**config.mk**
```make
export PLATFORM = sky130hd
export DESIGN_NAME = ps2_key_encoder
export DESIGN_NICKNAME = d
export VERILOG_FILES = /design/src/rtl/ps2_key_encoder.sv
export SDC_FILE = /design/constraint.sdc
export NUM_CORES = 1
export LEC_CHECK = 0
export ABC_AREA = 1
export BUFFER_PORTS_ARGS = -buffer_cell sky130_fd_sc_hd__buf_2
export CORE_ASPECT_RATIO = 1.5
export CORE_MARGIN = 5
export CORE_UTILIZATION = 45
export CTS_BUF_LIST = sky130_fd_sc_hd__clkbuf_2
export CTS_CLUSTER_SIZE = 30
export DETAILED_ROUTE_END_ITERATION = 8
export PLACE_DENSITY = 0.59
export SYNTH_ARGS = -nofsm -noshare
export SYNTH_HDL_FRONTEND = slang
export SYNTH_SLANG_ARGS = --single-unit
```
**constraint.sdc**
```tcl
create_clock -name clk_sys -period 2.35 [get_ports clk_sys]
set_clock_uncertainty 0.15 [all_clocks]
set_input_delay 0.235 -clock clk_sys [delete_from_list [all_inputs] [get_ports clk_sys]]
set_output_delay 0.235 -clock clk_sys [all_outputs]
set_load 0.05 [all_outputs]
```
**src/rtl/ps2_key_encoder.sv**
```systemverilog
// PS/2 keyboard receiver: conditions the raw lines, deframes bytes, decodes prefixes and emits ps2_key events.
// Optional typematic repeat suppression when PS2_REPEAT_FILTER_EN is defined.
module ps2_key_encoder #(
  parameter int FILT    = 8,
  parameter int TIMEOUT = 50000
) (
  input  logic        clk_sys,
  input  logic        reset_n,
  input  logic        ps2_clk_i,
  input  logic        ps2_dat_i,
  output logic [10:0] ps2_key,
  output logic        err
);

  localparam int FW = $clog2(FILT + 1);
  localparam int TW = $clog2(TIMEOUT + 1);

  typedef enum logic [1:0] {IDLE, DATA, PARITY, STOP} state_t;

  logic [1:0]    clk_sync, dat_sync;
  logic          clk_f, dat_f, clk_f_d;
  logic [FW-1:0] clk_fcnt, dat_fcnt;
  logic          fall;

  state_t        state, state_next;
  logic [2:0]    bit_cnt;
  logic [7:0]    shift_reg;
  logic          par_bit;
  logic [TW-1:0] to_cnt;
  logic          timeout_hit;
  logic          byte_stb;

  logic          ext, rel;
  logic [2:0]    skip_cnt;
  logic          is_ack;
  logic [8:0]    event_code;
  logic          suppress;
`ifdef PS2_REPEAT_FILTER_EN
  logic          held;
  logic [8:0]    held_code;
`endif

  // A filtered line only follows its synchronized input after FILT consecutive differing samples.
  always_ff @(posedge clk_sys or negedge reset_n) begin
    if (!reset_n) begin
      clk_sync <= 2'b11;
      dat_sync <= 2'b11;
      clk_f    <= 1'b1;
      dat_f    <= 1'b1;
      clk_f_d  <= 1'b1;
      clk_fcnt <= '0;
      dat_fcnt <= '0;
    end else begin
      clk_sync <= {clk_sync[0], ps2_clk_i};
      dat_sync <= {dat_sync[0], ps2_dat_i};
      clk_f_d  <= clk_f;
      if (clk_sync[1] == clk_f) begin
        clk_fcnt <= '0;
      end else if (clk_fcnt == FW'(FILT - 1)) begin
        clk_f    <= clk_sync[1];
        clk_fcnt <= '0;
      end else begin
        clk_fcnt <= clk_fcnt + 1'b1;
      end
      if (dat_sync[1] == dat_f) begin
        dat_fcnt <= '0;
      end else if (dat_fcnt == FW'(FILT - 1)) begin
        dat_f    <= dat_sync[1];
        dat_fcnt <= '0;
      end else begin
        dat_fcnt <= dat_fcnt + 1'b1;
      end
    end
  end

  assign fall = clk_f_d & ~clk_f;

  always_ff @(posedge clk_sys or negedge reset_n) begin
    if (!reset_n) state <= IDLE;
    else          state <= state_next;
  end

  // A bit edge in the same cycle as the timeout expiry takes priority.
  always_comb begin
    state_next  = state;
    timeout_hit = 1'b0;
    case (state)
      IDLE:   if (fall && !dat_f) state_next = DATA;
      DATA:   if (fall && bit_cnt == 3'd7) state_next = PARITY;
      PARITY: if (fall) state_next = STOP;
      STOP:   if (fall) state_next = IDLE;
      default: state_next = IDLE;
    endcase
    if (state != IDLE && !fall && to_cnt == TW'(TIMEOUT - 1)) begin
      state_next  = IDLE;
      timeout_hit = 1'b1;
    end
  end

  always_ff @(posedge clk_sys or negedge reset_n) begin
    if (!reset_n) begin
      bit_cnt   <= '0;
      shift_reg <= '0;
      par_bit   <= 1'b0;
      to_cnt    <= '0;
      byte_stb  <= 1'b0;
      err       <= 1'b0;
    end else begin
      byte_stb <= 1'b0;
      err      <= timeout_hit;
      if (state == IDLE || fall) to_cnt <= '0;
      else                       to_cnt <= to_cnt + 1'b1;
      if (fall) begin
        case (state)
          IDLE: bit_cnt <= '0;
          DATA: begin
            shift_reg <= {dat_f, shift_reg[7:1]};
            bit_cnt   <= bit_cnt + 3'd1;
          end
          PARITY: par_bit <= dat_f;
          STOP: begin
            if ((^{shift_reg, par_bit}) && dat_f) byte_stb <= 1'b1;
            else                                  err      <= 1'b1;
          end
          default: ;
        endcase
      end
    end
  end

  // Keyboard housekeeping bytes are dropped only when no prefix is pending.
  always_comb begin
    is_ack = 1'b0;
    case (shift_reg)
      8'hFA, 8'hFE, 8'hEE, 8'hAA, 8'h00, 8'hFF: is_ack = 1'b1;
      default: is_ack = 1'b0;
    endcase
  end

  assign event_code = {ext, shift_reg};
`ifdef PS2_REPEAT_FILTER_EN
  assign suppress = ~rel & held & (held_code == event_code);
`else
  assign suppress = 1'b0;
`endif

  always_ff @(posedge clk_sys or negedge reset_n) begin
    if (!reset_n) begin
      ps2_key   <= '0;
      ext       <= 1'b0;
      rel       <= 1'b0;
      skip_cnt  <= '0;
`ifdef PS2_REPEAT_FILTER_EN
      held      <= 1'b0;
      held_code <= '0;
`endif
    end else if (timeout_hit) begin
      ext <= 1'b0;
      rel <= 1'b0;
    end else if (byte_stb) begin
      if (skip_cnt != 3'd0) begin
        skip_cnt <= skip_cnt - 3'd1;
      end else if (shift_reg == 8'hE0) begin
        ext <= 1'b1;
      end else if (shift_reg == 8'hF0) begin
        rel <= 1'b1;
      end else if (shift_reg == 8'hE1) begin
        skip_cnt <= 3'd7;
      end else if (!(is_ack && !ext && !rel)) begin
        if (!suppress) ps2_key <= {~ps2_key[10], ~rel, event_code};
        ext <= 1'b0;
        rel <= 1'b0;
`ifdef PS2_REPEAT_FILTER_EN
        if (!rel) begin
          held      <= 1'b1;
          held_code <= event_code;
        end else if (held_code == event_code) begin
          held <= 1'b0;
        end
`endif
      end
    end
  end

endmodule

```
## Yosys cells after proc, flatten, opt, wreduce, memory -nomap -nowiden

Index checks and enable logic that the tools add are counted.

| storage, ports and cells | value |
|---|---|
| input bits | 4 |
| output and inout port bits | 12 |
| logic and storage cells | 132 |
| register bits after elaboration | 63 |

| operators by class | value |
|---|---|
| reductions and logical operators | 31 |
| bitwise logic cells | 12 |
| multiplexer cells | 36 |
| eq/ne operators | 30 |
| add/sub/neg operators | 5 |

Operators by type and width:

| operator | number |
|---|---|
| == test 8 bit (second input constant) | 8 |
| != test 3 bit (second input constant) | 9 |
| two-way mux 1 bit | 20 |
| adder 16 x 1 -> 16 bit (second input constant) | 1 |
| == test 16 bit (second input constant) | 1 |
| two-way mux 16 bit | 1 |
| two-way mux 4 bit | 4 |
| AND reduction 5 bit | 3 |
| two-way mux 3 bit | 4 |
| NOT 1 bit | 11 |
| two-way mux 2 bit | 5 |
| AND reduction 2 bit | 5 |
| parity 9 bit | 1 |
| adder 4 x 1 -> 4 bit (second input constant) | 2 |
| == test 4 x 3 -> 1 bit (second input constant) | 2 |
| zero test 8 bit | 1 |
| != test 2 bit (second input constant) | 4 |
| one-hot mux 2 bit (4 select lines) | 1 |
| nonzero test 2 bit | 4 |
| logical AND 1 bit | 7 |
| AND reduction 7 bit | 1 |
| one-hot mux 3 bit (2 select lines) | 1 |
| OR reduction 6 bit | 1 |
| == test 2 bit (second input constant) | 2 |
| other kinds (11) | 15 |

## Longest topological paths before layout

Gate-level depths: netlist of the first run.

| logic depth | value |
|---|---|
| depth after elaboration | 12 |
| mapped depth | 12 |
| gate-level depth less buffers | 11 |

## Least setup slack after synthesis of the first run

Ideal clock, no wire load.

| timing | value |
|---|---|
| path kind | reg-to-reg |
| start | reg skip_cnt[0] |
| end | reg ps2_key[7] |
| path buffers | 1 |
| clock period less this slack | 1.801 ns |
| data arrival time | 1.532 ns |
| stages on the path, launching flop included | 12 |
| data required time | 2.081 ns |
| slack | 0.549 ns |
| library setup time | 0.119 ns |
| cells stage by stage | dfrtp_1 inv_1 ha_1 ha_1 nand2_1 nor2_2 nand3_4 nor2_8 inv_8 buf_12 nand2_2 nand2_1 |

| on the way | value |
|---|---|
| word-level cells in the longest chain between the ends | 3 |

Ends and longest elaborated chain:

| item | RTL line | source |
|---|---|---|
| start, declared | 34 | `logic [2:0] skip_cnt;` |
| start signal, assigned | 162 | `skip_cnt <= skip_cnt - 3'd1;` |
| nonzero test 3 bit | 161 | `if (skip_cnt != 3'd0) begin` |
| NOT 1 bit (no source line) | n/a |  |
| AND reduction 7 bit (no source line) | n/a |  |
| end signal, assigned | 170 | `if (!suppress) ps2_key <= {~ps2_key[10], ~rel, event_code};` |
| end, declared | 11 | `output logic [10:0] ps2_key,` |

No other way between the ends.
A chain may end at the register's enable or synchronous reset.

## Worst setup path in the final report of the first run

| timing | value |
|---|---|
| start | reg skip_cnt[0] |
| end | reg ps2_key[2] |

Same word-level chain as after synthesis.

==> impl_metrics.json, run 1 <==
{
  "status": "complete, no violations",
  "antenna_found_initial": 0,
  "start_kind": "flip-flop",
  "crit_start": "skip_cnt[0]$_DFFE_PN0P_",
  "min_path_cells": 0,
  "hold_violations": 0,
  "cts_tree": "built",
  "rsz0062_at_grt": "false",
  "wl_met1_mm": 2.37,
  "slew_viol_final": 0,
  "routed_via_density": 4.98,
  "r2r_cells": 10,
  "required_ps": 2610,
  "core_mm2": 0.00685,
  "largest_reg_flops": 16,
  "htree_levels": 3,
  "n_antenna_cell": 0,
  "dr_wl_met2_mm": 3.07,
  "wl_per_cell_um": 12.3,
  "end_kind": "flip-flop",
  "synth_cells": 354,
  "area_growth_pct": 9.88,
  "initial_core_util_pct": 46.2,
  "overflow": 0,
  "vias": 2321,
  "cts-root-buf": "clkbuf_2",
  "fin_crit_ps": 1900,
  "powerDensity_mw_per_mm2": 818,
  "tightest_slew_ps": 448,
  "clk_path_buf_depth": 2,
  "die_area_mm2": 0.00885,
  "wl_met3_um": 158,
  "power_mw": 2.85,
  "synth.avg_cell_area_um2": 8.95,
  "irDropWorstVdd_v": 0.000320,
  "maxCapViolCount": 0,
  "dr.pass1.iters": 5,
  "dp_hpwl_mm": 4.34,
  "synth_nets": 370,
  "slew_headroom_pct": 70.0,
  "grt_max_degree": 24,
  "max_freq_ghz": 0.526,
  "placed_area_mm2": 0.00332,
  "gp_congestion": 0.829,
  "ant_nets": 0,
  "cts_setup_buffers": 0,
  "synth_common_cells": "nand2_1, dfrtp_1, inv_1, nor2_1, o21ai_0",
  "p_leak_nw": 1.67,
  "synthFlopType": "dfrtp_1",
  "nFillCells": 666,
  "critPathMaxFanout": 18,
  "drt_iter0_drc": 76,
  "async_reset_ff_share_pct": 100,
  "yosysMostFrequentCell": "nand2_1",
  "drc": 0,
  "worstReg2RegStart": "skip_cnt[0]$_DFFE_PN0P_",
  "yosysTopAreaCell": "dfrtp_1",
  "nets": 399,
  "ys_ff_latch": 63,
  "r2r_slack_ps": 450,
  "num_io_pins": 16,
  "synth_top_area_share_pct": 44.3,
  "r2r-end": "ps2_key[2]$_DFFE_PN0P_",
  "synth.distinct_cells": 37,
  "final_cell_area_mm2": 0.00348,
  "critical_path_class": "reg2reg",
  "yosysSeqAreaShare_pct": 50.1,
  "netlist_area_mm2": 0.00317,
  "clock_latency_ps": 500,
  "drive_above_1_share_pct": 19.6,
  "finalSetupTns_ps": 0,
  "synthTopCellsByArea": "dfrtp_1, nand2_1, dfstp_2, ha_1, inv_1",
  "arrival_ps": 2160,
  "rows": 37,
  "track_usage_pct": 14.8,
  "crit_end": "ps2_key[2]$_DFFE_PN0P_",
  "top_layer": "met4",
  "routed_wl_mm": 5.74,
  "fin_crit_sh_pct": 80.9,
  "die_h_um": 113,
  "io_buffers": 15,
  "yosys_warnings": 0,
  "cts_buffers": 9,
  "grt_pass1_wl_mm": 10.2,
  "finalSetupViolations": 0,
  "grt_pass1_vias": 2264,
  "hp-class": "reg2reg",
  "die_w_um": 78.5,
  "clk_pin_slew_ps": 180,
  "synth_edf_count": 0,
  "cts.sinks": 63
}
==> per-layer routing <==
layer,global-route usage (%),vias up
li1,-,1203
met1,16.1,1077
met2,26.3,30
met3,2.39,11
met4,9.45,0
met5,0,-
==> layout by cell type, fill, tap and decap left out, types with 8 or more instances in the layout <==
master / Yosys / routed
a21oi_1: 13 / 13
buf_2: 2 / 15
clkbuf_2: 0 / 9
dfrtp_1: 56 / 56
ha_1: 12 / 12
inv_1: 40 / 40
nand2_1: 74 / 74
nand3_1: 14 / 14
nor2_1: 33 / 33
nor3_1: 8 / 8
o21ai_0: 25 / 25
o21ai_2: 8 / 8
==> report_power, final <==
group          switching, mW  internal [mW]
registers              0.141           1.25
clock network          0.396          0.236
logic                  0.528          0.293
total                   1.07           1.78
==> final cells by class <==
| cell class | instances | area (um2) | area share, % |
|---|---|---|---|
| Inverter | 46 | 180 | 5.18 |
| Clock inverter | 7 | 63.8 | 1.83 |
| Tap cell | 78 | 97.6 | 2.80 |
| Clock buffer | 9 | 45.0 | 1.29 |
| Multi-Input combinational cell | 241 | 1370 | 39.3 |
| Sequential cell | 63 | 1590 | 45.6 |
| Timing Repair Buffer | 22 | 140 | 4.03 |
==> stage by stage <==
step | instances | hold WS [ps] | worst slack (ps) | utilization, %
global route | 466 | 179 | 217 | 50.8
finish | 466 | 216 | 448 | 50.8
floorplan | 354 | -211 | 549 | -
global placement | 445 | 58.0 | 483 | 48.5
CTS | 466 | 168 | 446 | 50.8
detailed placement | 445 | 64.1 | 457 | 48.5
==> repair_timing <==
action                                 4_1_cts  5_1_grt
hold buffers                                 5        0
endpoints found under the hold margin       62        0
gates resized for setup                      0        0
==> critical path, cell delays in order, from the launching register on <==
cell	delay (ps)
dfrtp_1	420
inv_1	80
ha_1	150
ha_1	250
nand2_1	110
nor2_2	160
nand3_4	110
nor2_8	150
inv_8	90
nand2_1	80
o21ai_2	50
==> worst min-delay path by stage <==
stage	startpoint	end	slack [ps]
floorplan	reset_n	bit_cnt[0]$_DFFE_PN0P_	-210
global placement	reset_n	ps2_key[3]$_DFFE_PN0P_	60
detailed placement	reset_n	ps2_key[3]$_DFFE_PN0P_	60
CTS	ps2_dat_i	dat_sync[0]$_DFF_PN1_	170
global route	ps2_clk_i	clk_sync[0]$_DFF_PN1_	180
finish	clk_sync[0]$_DFF_PN1_	clk_sync[1]$_DFF_PN1_	220
==> kinds of logic after synthesis <==
family,Yosys count,synth area share [%]
flip-flops,63,50.1
XOR/XNOR,12,3.32
buffers and inverters,50,6.76
adder cells (fa/ha/maj),12,4.74
AO/OA/AOI/OAI,54,9.72
AND/OR/NAND/NOR,163,25.4
Note: power is estimated with default switching activity, not from simulation.
==> run 2, diff against run 1 <==
==> constraint.sdc (replaced) <==
create_clock -name clk_sys -period 1.86 [get_ports clk_sys]
set_clock_uncertainty 0.15 [all_clocks]
set_input_delay 0.186 -clock clk_sys [delete_from_list [all_inputs] [get_ports clk_sys]]
set_output_delay 0.186 -clock clk_sys [all_outputs]
set_load 0.05 [all_outputs]
==> impl_metrics.json, run 2 (synthesized netlist as in run 1, its figures left out) <==
{
  "die_area_mm2": 0.00885,
  "nets": 420,
  "ant_nets": 0,
  "end_kind": "flip-flop",
  "p_sw_mw": 1.46,
  "grt_pass1_wl_mm": 10.6,
  "wl_per_cell_um": 12.8,
  "cts_buffers": 9,
  "use_met1_pct": 16.5,
  "antenna_found_initial": 0,
  "crit_end": "ps2_key[3]$_DFFE_PN0P_",
  "overflow": 0,
  "routed_wl_mm": 6.23,
  "area_growth_pct": 20.6,
  "clk_path_buf_depth": 2,
  "num_io_pins": 16,
  "slew_viol_final": 0,
  "die_w_um": 78.5,
  "worstReg2RegStart": "shift_reg[0]$_DFFE_PN0P_",
  "grt_pass1_vias": 2367,
  "grtUsageMet2_pct": 27.4,
  "maxCapViolCount": 0,
  "io_buffers": 15,
  "max_freq_ghz": 0.557,
  "largest_reg_flops": 16,
  "arrival_ps": 2100,
  "clock_latency_ps": 520,
  "die_h_um": 113,
  "track_usage_pct": 15.3,
  "power_frac_comb_pct": 31.5,
  "final_cell_area_mm2": 0.00382,
  "power_mw": 4.01,
  "cts_tree": "built",
  "finalWorstSetupSlack_ps": 65.5,
  "placed_area_mm2": 0.00339,
  "power.share.switching_pct": 36.4,
  "core_mm2": 0.00685,
  "finalSetupTns_ps": 0,
  "p_int_mw": 2.55,
  "powerDensity_mw_per_mm2": 1050,
  "grtUsageMet3_pct": 3.82,
  "rows": 37,
  "p_leak_nw": 1.79,
  "drive_above_1_share_pct": 29.6,
  "required_ps": 2160,
  "crit_top_cell": "nand2_1",
  "slew_headroom_pct": 70.8,
  "fin_crit_sh_pct": 96.5,
  "hp-class": "in2reg",
  "tightest_slew_ps": 437,
  "clk_pin_slew_ps": 200,
  "gp_congestion": 0.816,
  "drt_iter0_drc": 94,
  "r2r_slack_ps": 70,
  "vias": 2393,
  "cts.sinks": 63,
  "status": "complete, no violations",
  "initial_core_util_pct": 46.2,
  "path_cells": "inv_2 -> nor2_1 -> nand2_1 -> nor2_2 -> nor2_4 -> nand3_4 -> nor2_8 -> buf_12 -> inv_6 -> nand2_1 -> o21ai_2",
  "dp_worst_setup_slack_ps": 98.9,
  "critPathMaxFanout": 9,
  "r2r_cells": 11,
  "r2r-end": "ps2_key[3]$_DFFE_PN0P_",
  "stdcell_count": 487,
  "clockPowerShare_pct": 24.6,
  "start_kind": "flip-flop",
  "fin_crit_ps": 1790,
  "final_cell_mix": "nand2_1, dfrtp_1, inv_1, nor2_1, o21ai_0",
  "grt.busiest_layer": "met2",
  "crit_start": "shift_reg[0]$_DFFE_PN0P_",
  "final_common_cell": "nand2_1",
  "p_seq_share_pct": 43.9,
  "dr.pass1.iters": 4,
  "finalSetupViolations": 0,
  "grt_max_degree": 64,
  "cts-root-buf": "clkbuf_2",
  "critical_path_class": "reg2reg",
  "drc": 0,
  "n_antenna_cell": 0,
  "cpPeakStageDelay_ps": 500,
  "irDropWorstVdd_v": 0.000549,
  "dp_hpwl_mm": 4.30,
  "htree_levels": 3,
  "crit_path_top_delay_cell": "dfrtp_2",
  "routed_via_density": 4.91,
  "hold_violations": 0,
  "post-place-cells": 452
}
run 2: cell types whose count changed in the layout (fill, tap and decap cells not counted), sizes merged:
cell	before	now
buf	17	37
bufinv	1	2
dlygate4sd3	5	4
inv	46	47
run 2: metrics by stage:
step           utilization (%)  hold slack (ps)
2_1_floorplan                -             -260
3_3_place_gp              49.4             76.8
3_5_place_dp              49.4             78.4
4_1_cts                   52.1              118
5_1_grt                   55.8              107
6_report                  55.8              150
run 2: power groups by stage:
stage	registers [mW]	logic, mW	clock network (mW)
final	1.76	1.26	0.986
after floorplan	1.76	0.809	0
after global routing	1.79	1.47	1.09
after detailed placement	1.77	1.13	0
after CTS	1.75	1.14	1.03
after global placement	1.77	1.11	0
run 2: worst max-delay path: cells and delay by family, from the launching register on:
family                 cells  cell delay (ps)
AOI/OAI and AO/OA          1               50
buffers and inverters      3              280
DFF                        1              500
and+or+nand+nor            7              730
run 2: how the worst min path moves through the flow:
| stage | endpoint | depth (start not counted) | slack, ps | from |
|---|---|---|---|---|
| 2_1_floorplan | bit_cnt[0]$_DFFE_PN0P_ | 0 | -260 | reset_n |
| 3_3_place_gp | ps2_key[6]$_DFFE_PN0P_ | 2 | 80 | reset_n |
| 3_5_place_dp | ps2_key[3]$_DFFE_PN0P_ | 2 | 80 | reset_n |
| 4_1_cts | clk_sync[0]$_DFF_PN1_ | 2 | 120 | ps2_clk_i |
| 5_1_grt | dat_sync[0]$_DFF_PN1_ | 2 | 110 | ps2_dat_i |
| 6_report | dat_sync[0]$_DFF_PN1_ | 2 | 150 | ps2_dat_i |
run 2: what timing repair did:
| action | 4_1_cts | 5_1_grt |
|---|---|---|
| hold buffers | 4 | 0 |
| resized for setup | 0 | 32 |
| endpoints found under the setup margin | 0 | 23 |
| setup buffers | 0 | 13 |
| hold endpoints to repair | 65 | 0 |
run 2: layer usage:
metal  up-vias  wire length [um]
met2        36              3400
met3        12               197
met5         -                 0
met4         0               146
li1       1246                 -
met1      1099              2480
run 2: area by class of cell:
cell class	count	area [um2]
Timing Repair Buffer	41	318
Sequential cell	63	1590
Clock inverter	7	97.6
Multi-Input combinational cell	241	1470
Inverter	46	185
Clock buffer	9	45.0
Tap cell	78	97.6
Timing Repair inverter	2	17.5
Fill cell	639	3030
